[src/rtl/vga_rect_fill.sv]
// Rectangle-fill engine: clips a command to the display and writes the fill
// colour to every covered pixel in raster order over an Avalon-MM write port.
module vga_rect_fill #(
    parameter int unsigned AVN_AW    = 18,
    parameter int unsigned AVN_DW    = 16,
    parameter int unsigned RGB_SIZE  = 12,
    parameter int unsigned H_SIZE    = 10,
    parameter int unsigned V_SIZE    = 10,
    parameter int unsigned H_DISPLAY = 320,
    parameter int unsigned V_DISPLAY = 240
) (
    input  logic                sys_clk,
    input  logic                sys_rst_n,
    input  logic                cmd_valid,
    output logic                cmd_ready,
    input  logic [H_SIZE-1:0]   cmd_x0,
    input  logic [H_SIZE-1:0]   cmd_x1,
    input  logic [V_SIZE-1:0]   cmd_y0,
    input  logic [V_SIZE-1:0]   cmd_y1,
    input  logic [RGB_SIZE-1:0] cmd_rgb,
    input  logic                cmd_abort,
    output logic                busy,
    output logic                done,
    output logic                err,
    output logic                avn_read,
    output logic                avn_write,
    output logic [AVN_AW-1:0]   avn_address,
    output logic [AVN_DW-1:0]   avn_writedata,
    input  logic                avn_waitrequest
);

    localparam logic [H_SIZE-1:0] LP_X_MAX  = H_SIZE'(H_DISPLAY - 1);
    localparam logic [V_SIZE-1:0] LP_Y_MAX  = V_SIZE'(V_DISPLAY - 1);
    localparam logic [AVN_AW-1:0] LP_H_STEP = AVN_AW'(H_DISPLAY);

    typedef enum logic [1:0] {
        S_IDLE  = 2'd0,
        S_WRITE = 2'd1,
        S_DONE  = 2'd2
    } state_t;

    state_t              r_state;
    state_t              w_state_nxt;

    logic [H_SIZE-1:0]   r_x;
    logic [V_SIZE-1:0]   r_y;
    logic [H_SIZE-1:0]   r_x0;
    logic [H_SIZE-1:0]   r_x1c;
    logic [V_SIZE-1:0]   r_y1c;
    logic [AVN_AW-1:0]   r_row_base;
    logic                r_abort;

    logic [H_SIZE-1:0]   w_x_nxt;
    logic [V_SIZE-1:0]   w_y_nxt;
    logic [AVN_AW-1:0]   w_row_base_nxt;
    logic                w_abort_nxt;
    logic                w_err_nxt;

    logic                w_accept;
    logic                w_beat;
    logic [H_SIZE-1:0]   w_x1c_in;
    logic [V_SIZE-1:0]   w_y1c_in;
    logic                w_empty;

    logic                r_cmd_ready;
    logic                r_busy;
    logic                r_done;
    logic                r_err;
    logic                r_avn_write;
    logic [AVN_AW-1:0]   r_avn_address;
    logic [AVN_DW-1:0]   r_avn_writedata;

    // Clip incoming bounds and classify the command before it is accepted
    always_comb begin
        w_x1c_in = (cmd_x1 > LP_X_MAX) ? LP_X_MAX : cmd_x1;
        w_y1c_in = (cmd_y1 > LP_Y_MAX) ? LP_Y_MAX : cmd_y1;
        w_empty  = (cmd_x0 > w_x1c_in) | (cmd_y0 > w_y1c_in) |
                   (cmd_x0 > LP_X_MAX) | (cmd_y0 > LP_Y_MAX);
        w_accept = cmd_valid & (r_state == S_IDLE);
        w_beat   = (r_state == S_WRITE) & ~avn_waitrequest;
    end

    always_ff @(posedge sys_clk or negedge sys_rst_n) begin
        if (!sys_rst_n) begin
            r_state <= S_IDLE;
        end else begin
            r_state <= w_state_nxt;
        end
    end

    // Next-state and raster-walk logic
    always_comb begin
        w_state_nxt    = r_state;
        w_x_nxt        = r_x;
        w_y_nxt        = r_y;
        w_row_base_nxt = r_row_base;
        w_abort_nxt    = r_abort;
        w_err_nxt      = 1'b0;

        case (r_state)
            S_IDLE: begin
                w_abort_nxt = 1'b0;
                if (w_accept) begin
                    w_x_nxt        = cmd_x0;
                    w_y_nxt        = cmd_y0;
                    w_row_base_nxt = AVN_AW'(cmd_y0) * LP_H_STEP;
                    if (w_empty) begin
                        w_state_nxt = S_DONE;
                        w_err_nxt   = 1'b1;
                    end else begin
                        w_state_nxt = S_WRITE;
                    end
                end
            end
            S_WRITE: begin
                w_abort_nxt = r_abort | cmd_abort;
                if (w_beat) begin
                    if (w_abort_nxt) begin
                        w_state_nxt = S_DONE;
                        w_err_nxt   = 1'b1;
                    end else if (r_x != r_x1c) begin
                        w_x_nxt = r_x + H_SIZE'(1);
                    end else if (r_y != r_y1c) begin
                        w_x_nxt        = r_x0;
                        w_y_nxt        = r_y + V_SIZE'(1);
                        w_row_base_nxt = r_row_base + LP_H_STEP;
                    end else begin
                        w_state_nxt = S_DONE;
                    end
                end
            end
            S_DONE: begin
                w_abort_nxt = 1'b0;
                w_state_nxt = S_IDLE;
            end
            default: begin
                w_state_nxt = S_IDLE;
            end
        endcase
    end

    // Datapath and registered outputs; address only moves on accept or beat
    always_ff @(posedge sys_clk or negedge sys_rst_n) begin
        if (!sys_rst_n) begin
            r_x             <= '0;
            r_y             <= '0;
            r_x0            <= '0;
            r_x1c           <= '0;
            r_y1c           <= '0;
            r_row_base      <= '0;
            r_abort         <= 1'b0;
            r_cmd_ready     <= 1'b1;
            r_busy          <= 1'b0;
            r_done          <= 1'b0;
            r_err           <= 1'b0;
            r_avn_write     <= 1'b0;
            r_avn_address   <= '0;
            r_avn_writedata <= '0;
        end else begin
            r_x           <= w_x_nxt;
            r_y           <= w_y_nxt;
            r_row_base    <= w_row_base_nxt;
            r_abort       <= w_abort_nxt;
            r_cmd_ready   <= (w_state_nxt == S_IDLE);
            r_busy        <= (w_state_nxt == S_WRITE);
            r_avn_write   <= (w_state_nxt == S_WRITE);
            r_done        <= (w_state_nxt == S_DONE);
            r_err         <= w_err_nxt;
            r_avn_address <= w_row_base_nxt + AVN_AW'(w_x_nxt);
            if (w_accept) begin
                r_x0            <= cmd_x0;
                r_x1c           <= w_x1c_in;
                r_y1c           <= w_y1c_in;
                r_avn_writedata <= AVN_DW'(cmd_rgb);
            end
        end
    end

    assign cmd_ready     = r_cmd_ready;
    assign busy          = r_busy;
    assign done          = r_done;
    assign err           = r_err;
    assign avn_read      = 1'b0;
    assign avn_write     = r_avn_write;
    assign avn_address   = r_avn_address;
    assign avn_writedata = r_avn_writedata;

endmodule

[config.mk]
export PLATFORM = sky130hd
export DESIGN_NAME = vga_rect_fill
export DESIGN_NICKNAME = d
export VERILOG_FILES = /design/src/rtl/vga_rect_fill.sv
export SDC_FILE = /design/constraint.sdc
export NUM_CORES = 1
export LEC_CHECK = 0
export CAP_MARGIN = 15
export CORE_UTILIZATION = 59
export CTS_CLUSTER_DIAMETER = 100
export DETAILED_ROUTE_END_ITERATION = 16
export PLACE_DENSITY_LB_ADDON = 0.25
export REMOVE_ABC_BUFFERS = 1
export SETUP_SLACK_MARGIN = 0.15
export SLEW_MARGIN = 10
export SYNTH_ARGS = -nofsm -noshare
export SYNTH_HDL_FRONTEND = slang
export SYNTH_SLANG_ARGS = --single-unit
[constraint.sdc]
create_clock -name sys_clk -period 12.5 [get_ports sys_clk]
set_clock_uncertainty 0.2 [all_clocks]
set_input_delay 1.875 -clock sys_clk [delete_from_list [all_inputs] [get_ports sys_clk]]
set_output_delay 1.875 -clock sys_clk [all_outputs]
set_load 0.02 [all_outputs]
==> results.json, run 1 <==
{
  "synthCells": 701,
  "ys_ff_latch": 105,
  "rows": 37,
  "ctsHoldBuffers": 0,
  "finalCritPeriodShare_pct": 49.4,
  "worstPathRequired_ns": 12.60,
  "critical_path.cell_chain": "clkdlybuf4s50_1 > or3b_4 > nor2_2 > nand4_1 > nor2_1 > a221o_1 > ha_1 > a21o_1 > a21oi_1 > nor2b_1 > o21a_1 > o41ai_1 > o21ai_0 > or2_2 > nand4_1 > xnor2_1",
  "syn_area_mm2": 0.00629,
  "root_buffer": "clkbuf_8",
  "ys_types": 58,
  "drtIter0Drc": 479,
  "ios": 97,
  "preCtsSetupSlack_ns": 5.97,
  "coreArea_mm2": 0.0103,
  "fillers": 778,
  "max-cap-violations": 0,
  "p_int_w": 0.000711,
  "cts_buffers": 9,
  "path_class": "in -> reg",
  "start_kind": "input port",
  "hpwl_um": 12300,
  "grt.total_usage_pct": 31.6,
  "clkSinkCount": 105,
  "finalHoldViolCount": 0,
  "cts.clk_slew.worst_paths_ns": 0.10,
  "syn2layout_area_growth_pct": 19.1,
  "hp-class": "reg -> reg",
  "end_kind": "register",
  "avgSynthCellArea_um2": 8.98,
  "pwr-share-clk_pct": 17.9,
  "ys_seq_area_share_pct": 41.8,
  "ys_warn_count": 0,
  "comb_power_share_pct": 39.3,
  "grt_pass1_wl_um": 27400,
  "cpPeakStageDelay_ns": 0.49,
  "yosysTopAreaCellShare_pct": 41.3,
  "cts_tree": "yes",
  "maxSlewViolCount": 0,
  "final.setup.tns_ns": 0,
  "seqPwrFrac_pct": 42.8,
  "max_slew.worst_pin.slew_ns": 0.777,
  "grt_pass1_vias": 5603,
  "grt_max_degree": 59,
  "grt.overflow.total": 0,
  "dpl_cell_area_mm2": 0.00731,
  "hp-start": "avn_writedata[7]$_DFFE_PN0P_",
  "drive_gt1_share_pct": 5.69,
  "wl_per_cell_um": 17.7,
  "nets": 894,
  "status": "finished clean",
  "die_y_um": 105,
  "routed_wirelength_um": 16400,
  "slew_headroom_pct": 48.2,
  "fin_crit_ns": 6.18,
  "start_util_pct": 61.0,
  "clock_path_buffers": 2,
  "crit_arrival_ns": 6.28,
  "worstSkewPairLatency_ns": 0.38,
  "cp_common_cell": "nand4_1",
  "drcViolationCount": 0,
  "post_drt_via_cell_ratio": 6.00,
  "vias": 5558,
  "multi_input_area_mm2": 0.00351,
  "final_cell_area_mm2": 0.00750,
  "antenna_cells_inserted": 0,
  "power.share.switching_pct": 39.0,
  "grt_setup_unrepaired": "false",
  "slowest_stage": "o41ai_1",
  "cp-startpoint": "avn_waitrequest",
  "ant_nets": 0,
  "ys.flop_type": "dfrtp_1",
  "chipWidth_um": 105,
  "synth_area_leaders": "dfrtp_1 41%, ha_1 9.7%, nand2_1 6.8%",
  "postCtsSetupBuffers": 0,
  "antenna_found_initial": 0,
  "finalWorstSetupSlack_ns": 6.32,
  "clock.fmax_mhz": 162,
  "cts_resized": 0,
  "async_flop_share_pct": 100,
  "power_density_mw_per_mm2": 155,
  "portBuffers": 91,
  "regArea_mm2": 0.00263,
  "vdd_drop_max_mv": 0.0862,
  "r2r-start": "r_state[0]$_DFF_PN0_",
  "htreeDepth": 3,
  "utilization_pct": 72.6,
  "die_area_mm2": 0.0111,
  "setup_viol": 0,
  "synth_edf_count": 0,
  "synth_top_area_cell": "dfrtp_1",
  "detail_route.first_pass.iterations": 5,
  "worstPathMaxFanout": 8,
  "power_leakage_nw": 3.41,
  "p_switching_w": 0.000454,
  "place_congestion": 0.963
}
## metal layers
layer	up-vias	part of all wire [%]	global-route usage, %
met1	2703	43	41.4
li1	2632	-	-
met5	-	0	0
met4	0	2.3	11.1
met2	194	50	53.6
met3	29	5.3	4.27
## state kept, by name (all words and copies together) (netlist names), 2 cells and up
name and count:
r_x 10, r_y1c 10, r_x1c 10, r_row_base 18, r_y 10, avn_address 18
r_x0 10, r_state 2, avn_writedata 12
## cell usage after synthesis, types with 7 or more instances
library cell	instances
a21o_1	12
nand4_1	13
nand3_1	15
inv_1	15
and2_1	13
o21ai_0	56
nor2_1	69
ha_1	49
nand2_1	114
dfrtp_1	104
xnor2_1	19
xor2_1	25
o22ai_1	14
a31oi_1	7
nor2b_1	7
nor3_1	13
clkbuf_1	20
a21oi_1	47
## through the flow
step | hold slack [ns] | cells | power, W
2_1_floorplan | 0.246 | 679 | 0.000774
3_3_place_gp | 0.256 | 910 | 0.000942
3_5_place_dp | 0.267 | 911 | 0.000958
4_1_cts | 0.288 | 927 | 0.00117
5_1_grt | 0.298 | 927 | 0.00124
6_report | 0.284 | 927 | 0.00116
## cells in the final DEF (no fill, tap or decap), drive strengths merged, types with 7 or more instances in the layout
| cell type | Yosys | routed |
|---|---|---|
| conb | 2 | 8 |
| nand2 | 114 | 114 |
| nor4 | 7 | 7 |
| xnor2 | 19 | 19 |
| a21o | 12 | 12 |
| nor3 | 13 | 13 |
| clkdlybuf4s50 | 0 | 90 |
| nand3 | 15 | 15 |
| nand4 | 13 | 13 |
| a21oi | 47 | 47 |
| dfrtp | 104 | 104 |
| inv | 15 | 16 |
| xor2 | 25 | 25 |
| o21ai | 56 | 56 |
| nor2b | 7 | 7 |
| clkbuf | 20 | 12 |
| ha | 49 | 49 |
| and2 | 13 | 13 |
| o22ai | 14 | 14 |
| nor2 | 70 | 70 |
| a31oi | 7 | 7 |
## cell type report
type	count	area share, %
multi-input cells	559	46.8
flip-flops and latches	105	35.1
repair buffers	96	12.6
well taps	136	2.27
clock buffers	12	2.07
inverters	15	0.751
clock inverters	4	0.501
## worst max-delay path: cells and delay by family
kind / cells / cell delay [ns]
buf+inv: 1 / 0.47
simple gates: 7 / 1.94
xor+xnor: 1 / 0.13
compound gates: 6 / 1.58
fa+ha+maj: 1 / 0.26
## final timing paths
kind,end,slack [ns],cells after the start
worst max-delay path,avn_address[15]$_DFF_PN0_,6.32,16
worst min-delay path,avn_writedata[7]$_DFFE_PN0P_,0.28,2
worst max register to register,avn_address[16]$_DFF_PN0_,6.99,15
worst min register to register,avn_writedata[7]$_DFFE_PN0P_,0.28,2
max in group asynchronous,r_row_base[7]$_DFF_PN0_,9.64,2
min in group asynchronous,r_y[2]$_DFFE_PN0P_,1.30,1
## power groups by stage
stage	Combinational [W]	Clock (W)	Sequential, W
after floorplan	0.000242	0	0.000532
after global placement	0.000441	0	0.000501
after detailed placement	0.000455	0	0.000503
after CTS	0.000458	0.000211	0.000496
after global routing	0.000504	0.000224	0.000508
final	0.000458	0.000208	0.000498
## cell families (layout without fill, tap and decap cells)
logic type / Yosys count / in the layout / synth area share [%]
and+or+nand+nor: 279 / 279 / 20.9
AOI/OAI and AO/OA: 174 / 174 / 17.2
DFF: 105 / 105 / 41.8
adders and majority gates: 51 / 51 / 10.4
xor gates and xnor gates: 44 / 44 / 6.12
buffers and inverters: 43 / 127 / 2.96
muxes: 3 / 3 / 0.537
other: 2 / 8 / 0.119
Note: power is estimated with default switching activity, not from simulation.
==> run 2, diff against run 1 <==
CORE_UTILIZATION = 49   (was 59)
clock period = 5.6 ns   (was 12.5 ns; I/O delays follow)
==> run 2 against run 1 <==
  * Flip-flop and latch count unchanged
  * Worst setup slack got worse by 5.6 ns
  * Die area rose by 20%
  * First-iteration DRC count shrank 42%
  * Final cell count grew 4.3%
  * Sequential share of layout area down 0.86 points
  * Non-clock buffer count up 5
==> results.json, run 2 (synthesis results as in run 1) <==
{
  "power.share.switching_pct": 37.6,
  "final_cell_mix": "114 x nand2_1, 104 x dfrtp_1, 90 x clkdlybuf4s50_1",
  "vias": 5446,
  "worstPathRequired_ns": 5.62,
  "worstSkewPairLatency_ns": 0.36,
  "wl_met1_um": 7510,
  "cp.depth": 18,
  "htreeDepth": 3,
  "coreArea_mm2": 0.0126,
  "p_int_w": 0.00173,
  "grt_pass1_vias": 5410,
  "grt_setup_unrepaired": "false",
  "finalCritPeriodShare_pct": 87.5,
  "fin_total_pwr_w": 0.00277,
  "timing.rr.end": "avn_address[16]$_DFF_PN0_",
  "cpPeakStageDelay_ns": 0.54,
  "portBuffers": 91,
  "hp-class": "reg -> reg",
  "vdd_drop_max_mv": 0.192,
  "routed_wirelength_um": 17000,
  "final_common_cell": "nand2_1",
  "seqPwrFrac_pct": 40.3,
  "clock.fmax_mhz": 204,
  "place_congestion": 0.912,
  "drive_gt1_share_pct": 6.42,
  "nets": 899,
  "cts_tree": "yes",
  "ant_nets": 0,
  "cp_top_family": "compound AO/OA/AOI/OAI gates",
  "grt.total_usage_pct": 27.1,
  "die_area_mm2": 0.0133,
  "cts_resized": 0,
  "power_leakage_nw": 3.48,
  "antenna_cells_inserted": 0,
  "comb_power_share_pct": 37.2,
  "start_kind": "register",
  "worstPathMaxFanout": 10,
  "max-cap-violations": 0,
  "setup_viol": 0,
  "cp-startpoint": "r_y[8]$_DFFE_PN0P_",
  "post_drt_via_cell_ratio": 5.63,
  "ctsHoldBuffers": 0,
  "hpwl_um": 12700,
  "ios": 97,
  "drtIter0Drc": 278,
  "cts_buffers": 9,
  "rows": 41,
  "grt_max_degree": 58,
  "maxSlewViolCount": 0,
  "r2r_slack_ns": 0.70,
  "drcViolationCount": 0,
  "wl_per_cell_um": 17.6,
  "cp_common_cell": "a21oi_1",
  "wl_met2_um": 8480,
  "detail_route.first_pass.iterations": 5,
  "top_layer_used": "met4",
  "p_switching_w": 0.00104,
  "power_density_mw_per_mm2": 361,
  "end_kind": "register",
  "clkSinkCount": 105,
  "grt_pass1_wl_um": 27200,
  "cts.clk_slew.worst_paths_ns": 0.07,
  "endpoint": "avn_address[16]$_DFF_PN0_",
  "pwr-share-clk_pct": 22.5,
  "wl_met3_um": 610,
  "status": "finished clean",
  "fin_crit_ns": 4.90,
  "antenna_found_initial": 0,
  "slew_headroom_pct": 49.5,
  "max_slew.worst_pin.slew_ns": 0.757,
  "path_buf_inv": 0,
  "chipWidth_um": 115,
  "root_buffer": "clkbuf_16",
  "r2r-start": "r_y[8]$_DFFE_PN0P_",
  "die_y_um": 115,
  "clock_path_buffers": 2,
  "path_class": "reg -> reg",
  "finalHoldViolCount": 0,
  "ff2ff_path_depth": 18,
  "crit_arrival_ns": 4.92,
  "syn2layout_area_growth_pct": 22.1,
  "utilization_pct": 61.2,
  "slowest_stage": "and4_1",
  "start_util_pct": 50.1,
  "critical_path.cell_chain": "xor2_1 > nor4_1 > and4_1 > a21oi_1 > o21ai_0 > nor2_1 > a21oi_1 > nor2_1 > ha_1 > fa_1 > a21o_1 > a21oi_1 > o21bai_1 > a21oi_1 > o21ai_0 > a311oi_2 > nor2_1 > xor2_1",
  "postCtsSetupBuffers": 0,
  "grt.overflow.total": 0,
  "final.setup.tns_ns": 0
}
run 2: area by class of cell:
class                   instances  area, um^2
clock buffers                  11         253
clock inverters                 4        36.3
fillers                      1097        4880
inverters                      15        56.3
multi-input cells             559        3510
flip-flops and latches        105        2630
well taps                     172         215
repair buffers                101         983
run 2: per-layer routing:
layer  vias up  GRT usage, %
met1      2641          34.4
met2       134          46.9
met3        26          3.48
met5         -             0
li1       2645             -
met4         0          10.8
run 2: worst min-delay path by stage:
stage                                      start                            to  cells after the start
finish              avn_writedata[2]$_DFFE_PN0P_  avn_writedata[2]$_DFFE_PN0P_                      2
global route        avn_writedata[0]$_DFFE_PN0P_  avn_writedata[0]$_DFFE_PN0P_                      2
CTS                 avn_writedata[9]$_DFFE_PN0P_  avn_writedata[9]$_DFFE_PN0P_                      2
detailed placement  avn_writedata[9]$_DFFE_PN0P_  avn_writedata[9]$_DFFE_PN0P_                      2
global placement    avn_writedata[2]$_DFFE_PN0P_  avn_writedata[2]$_DFFE_PN0P_                      2
floorplan                    r_x0[9]$_DFFE_PN0P_           r_x0[9]$_DFFE_PN0P_                      2
run 2: through the flow:
step	setup slack [ns]	hold WS, ns	instance area [um^2]	cells
floorplan	0.699	0.246	6190	679
global placement	0.410	0.257	7390	952
detailed placement	0.221	0.266	7390	952
CTS	0.579	0.284	7680	967
global route	0.315	0.301	7690	967
finish	0.699	0.279	7690	967
run 2: power by group through the flow:
| stage | registers [W] | logic [W] | clock network, W |
|---|---|---|---|
| after detailed placement | 0.00113 | 0.00102 | 0 |
| after global placement | 0.00112 | 0.00100 | 0 |
| after CTS | 0.00111 | 0.00103 | 0.000642 |
| after floorplan | 0.00119 | 0.000541 | 0 |
| after global routing | 0.00114 | 0.00113 | 0.000666 |
| final | 0.00112 | 0.00103 | 0.000625 |
run 2: worst reg2reg max path: cells and delay by family (launching register included):
kind	cells	cell delay (ns)
XOR/XNOR	2	0.32
AND/OR/NAND/NOR	5	1.19
adder cells (fa/ha/maj)	2	0.63
AO/OA/AOI/OAI	9	2.00
flip-flops	1	0.41
==> run 3, diff against run 2 <==
PLACE_DENSITY = 0.77   (was default)
PLACE_DENSITY_LB_ADDON = default   (was 0.25)
==> run 3 against run 2 <==
  * First-iteration DRC count decreased by 11%
  * Final cell count rose by 0.21%
  * Total power is 0.26% lower
  * Clock power down 1%
  * Core utilization barely moved
  * Worst setup slack worse by 0.091 ns
  * Critical path type unchanged
==> results.json, run 3 (synthesis results as in run 1) <==
{
  "end_kind": "register",
  "drtIter0Drc": 248,
  "ant_nets": 0,
  "grt_max_degree": 64,
  "final.setup.tns_ns": 0,
  "die_y_um": 115,
  "finalCritPeriodShare_pct": 89.1,
  "nets": 900,
  "power_density_mw_per_mm2": 360,
  "grt_pass1_vias": 5520,
  "root_buffer": "clkbuf_16",
  "grt_pass1_wl_um": 27700,
  "hp-class": "reg -> reg",
  "portBuffers": 91,
  "die_area_mm2": 0.0133,
  "clock_path_buffers": 2,
  "worstPathMaxFanout": 10,
  "cp_common_cell": "a21oi_1",
  "worstPathRequired_ns": 5.62,
  "coreArea_mm2": 0.0126,
  "max_slew.worst_pin.slew_ns": 0.834,
  "grt_setup_unrepaired": "false",
  "fin_crit_ns": 4.99,
  "grt.overflow.total": 0,
  "cts.clk_slew.worst_paths_ns": 0.08,
  "finalHoldViolCount": 0,
  "crit_arrival_ns": 5.01,
  "ctsHoldBuffers": 0,
  "vdd_drop_max_mv": 0.232,
  "cp.depth": 18,
  "worstSkewPairLatency_ns": 0.36,
  "start_util_pct": 50.1,
  "holdPathStages": 2,
  "clkSinkCount": 105,
  "htreeDepth": 3,
  "cpPeakStageDelay_ns": 0.54,
  "max-cap-violations": 0,
  "final_cell_area_mm2": 0.00768,
  "critical_path.cell_chain": "xor2_1 > nor4_1 > and4_1 > a21oi_1 > o21ai_0 > nor2_1 > a21oi_1 > nor2_1 > ha_1 > fa_1 > a21o_1 > a21oi_1 > o21bai_1 > a21oi_1 > o21ai_0 > a311oi_2 > nor2_1 > xor2_1",
  "drive_gt1_share_pct": 6.52,
  "setup_viol": 0,
  "antenna_found_initial": 0,
  "slowest_stage": "and4_1",
  "final_common_cell": "nand2_1",
  "place_congestion": 0.924,
  "drcViolationCount": 0,
  "routed_wirelength_um": 17200,
  "vias": 5508,
  "detail_route.first_pass.iterations": 5,
  "fillers": 1116,
  "preCtsSetupSlack_ns": 0.250,
  "maxSlewViolCount": 0,
  "clock.fmax_mhz": 200,
  "final_cell_mix": "114 x nand2_1, 104 x dfrtp_1, 90 x clkdlybuf4s50_1",
  "ff2ff_path_depth": 18,
  "cp_top_family": "compound AO/OA/AOI/OAI gates",
  "ios": 97,
  "status": "finished clean",
  "start_kind": "register",
  "finalWorstSetupSlack_ns": 0.608,
  "chipWidth_um": 115,
  "slew_headroom_pct": 44.4,
  "power_leakage_nw": 3.48,
  "cts_buffers": 9,
  "cts_tree": "yes",
  "dpl_cell_area_mm2": 0.00740,
  "path_buf_inv": 0,
  "antenna_cells_inserted": 0,
  "grt.total_usage_pct": 27.3,
  "hpwl_um": 12800,
  "rows": 41,
  "syn2layout_area_growth_pct": 22.1,
  "post_drt_via_cell_ratio": 5.68,
  "path_class": "reg -> reg",
  "wl_per_cell_um": 17.7,
  "utilization_pct": 61.1
}
## run 3: changes by cell type in the layout (fill, tap and decap cells not counted), sizes merged
cell,change
buf,+1
clkbuf,-1
clkinv,+1
inv,+1
## run 3: cell type report
class                           instances  area [um^2]  share of cell area, %
Multi-Input combinational cell        559         3510                   45.7
Sequential cell                       105         2630                   34.2
Timing Repair Buffer                  102          991                   12.9
Clock buffer                           10          229                   2.98
Tap cell                              172          215                   2.80
Inverter                               15         56.3                  0.733
Clock inverter                          6         50.0                  0.651
## run 3: worst register-to-register path: stages (launching register included)
cell,delay (ns)
dfrtp_1,0.46
xor2_1,0.17
nor4_1,0.36
and4_1,0.54
a21oi_1,0.20
o21ai_0,0.28
nor2_1,0.07
a21oi_1,0.14
nor2_1,0.08
ha_1,0.23
fa_1,0.42
a21o_1,0.19
a21oi_1,0.23
o21bai_1,0.10
a21oi_1,0.22
o21ai_0,0.20
a311oi_2,0.46
nor2_1,0.12
xor2_1,0.17
## run 3: timing repair
| action | 4_1_cts | 5_1_grt |
|---|---|---|
| setup buffers | 0 | 0 |
| gates resized for setup | 0 | 1 |
| endpoints found under the setup margin | 0 | 1 |
## run 3: power by group
part           leakage (nW)  switching, W  internal, W  total, W
Clock                 0.135      0.000308     0.000309  0.000617
Sequential             1.27      0.000162     0.000952   0.00111
Combinational          2.08      0.000585     0.000450   0.00103
## run 3: metal layers
| metal | track usage [%] | part of all wire (%) |
|---|---|---|
| met4 | 13.8 | 3.2 |
| met5 | 0 | 0 |
| met2 | 44.8 | 47 |
| met3 | 4.16 | 5.1 |
| met1 | 35.0 | 44 |
## run 3: stage by stage
stage	hold WS [ns]	total power (W)	instances
2_1_floorplan	0.246	0.00173	679
3_3_place_gp	0.257	0.00212	953
3_5_place_dp	0.264	0.00215	953
4_1_cts	0.282	0.00277	969
5_1_grt	0.303	0.00293	969
6_report	0.274	0.00277	969
## run 3: final timing paths
check	start	endpoint	slack (ns)
max in group asynchronous	sys_rst_n	cmd_ready$_DFF_PN1_	3.78
worst max-delay path	r_y[2]$_DFFE_PN0P_	avn_address[16]$_DFF_PN0_	0.61
worst min register to register	avn_writedata[4]$_DFFE_PN0P_	avn_writedata[4]$_DFFE_PN0P_	0.27
worst max register to register	r_y[2]$_DFFE_PN0P_	avn_address[16]$_DFF_PN0_	0.61
worst min-delay path	avn_writedata[4]$_DFFE_PN0P_	avn_writedata[4]$_DFFE_PN0P_	0.27
min in group asynchronous	sys_rst_n	r_row_base[9]$_DFF_PN0_	0.37
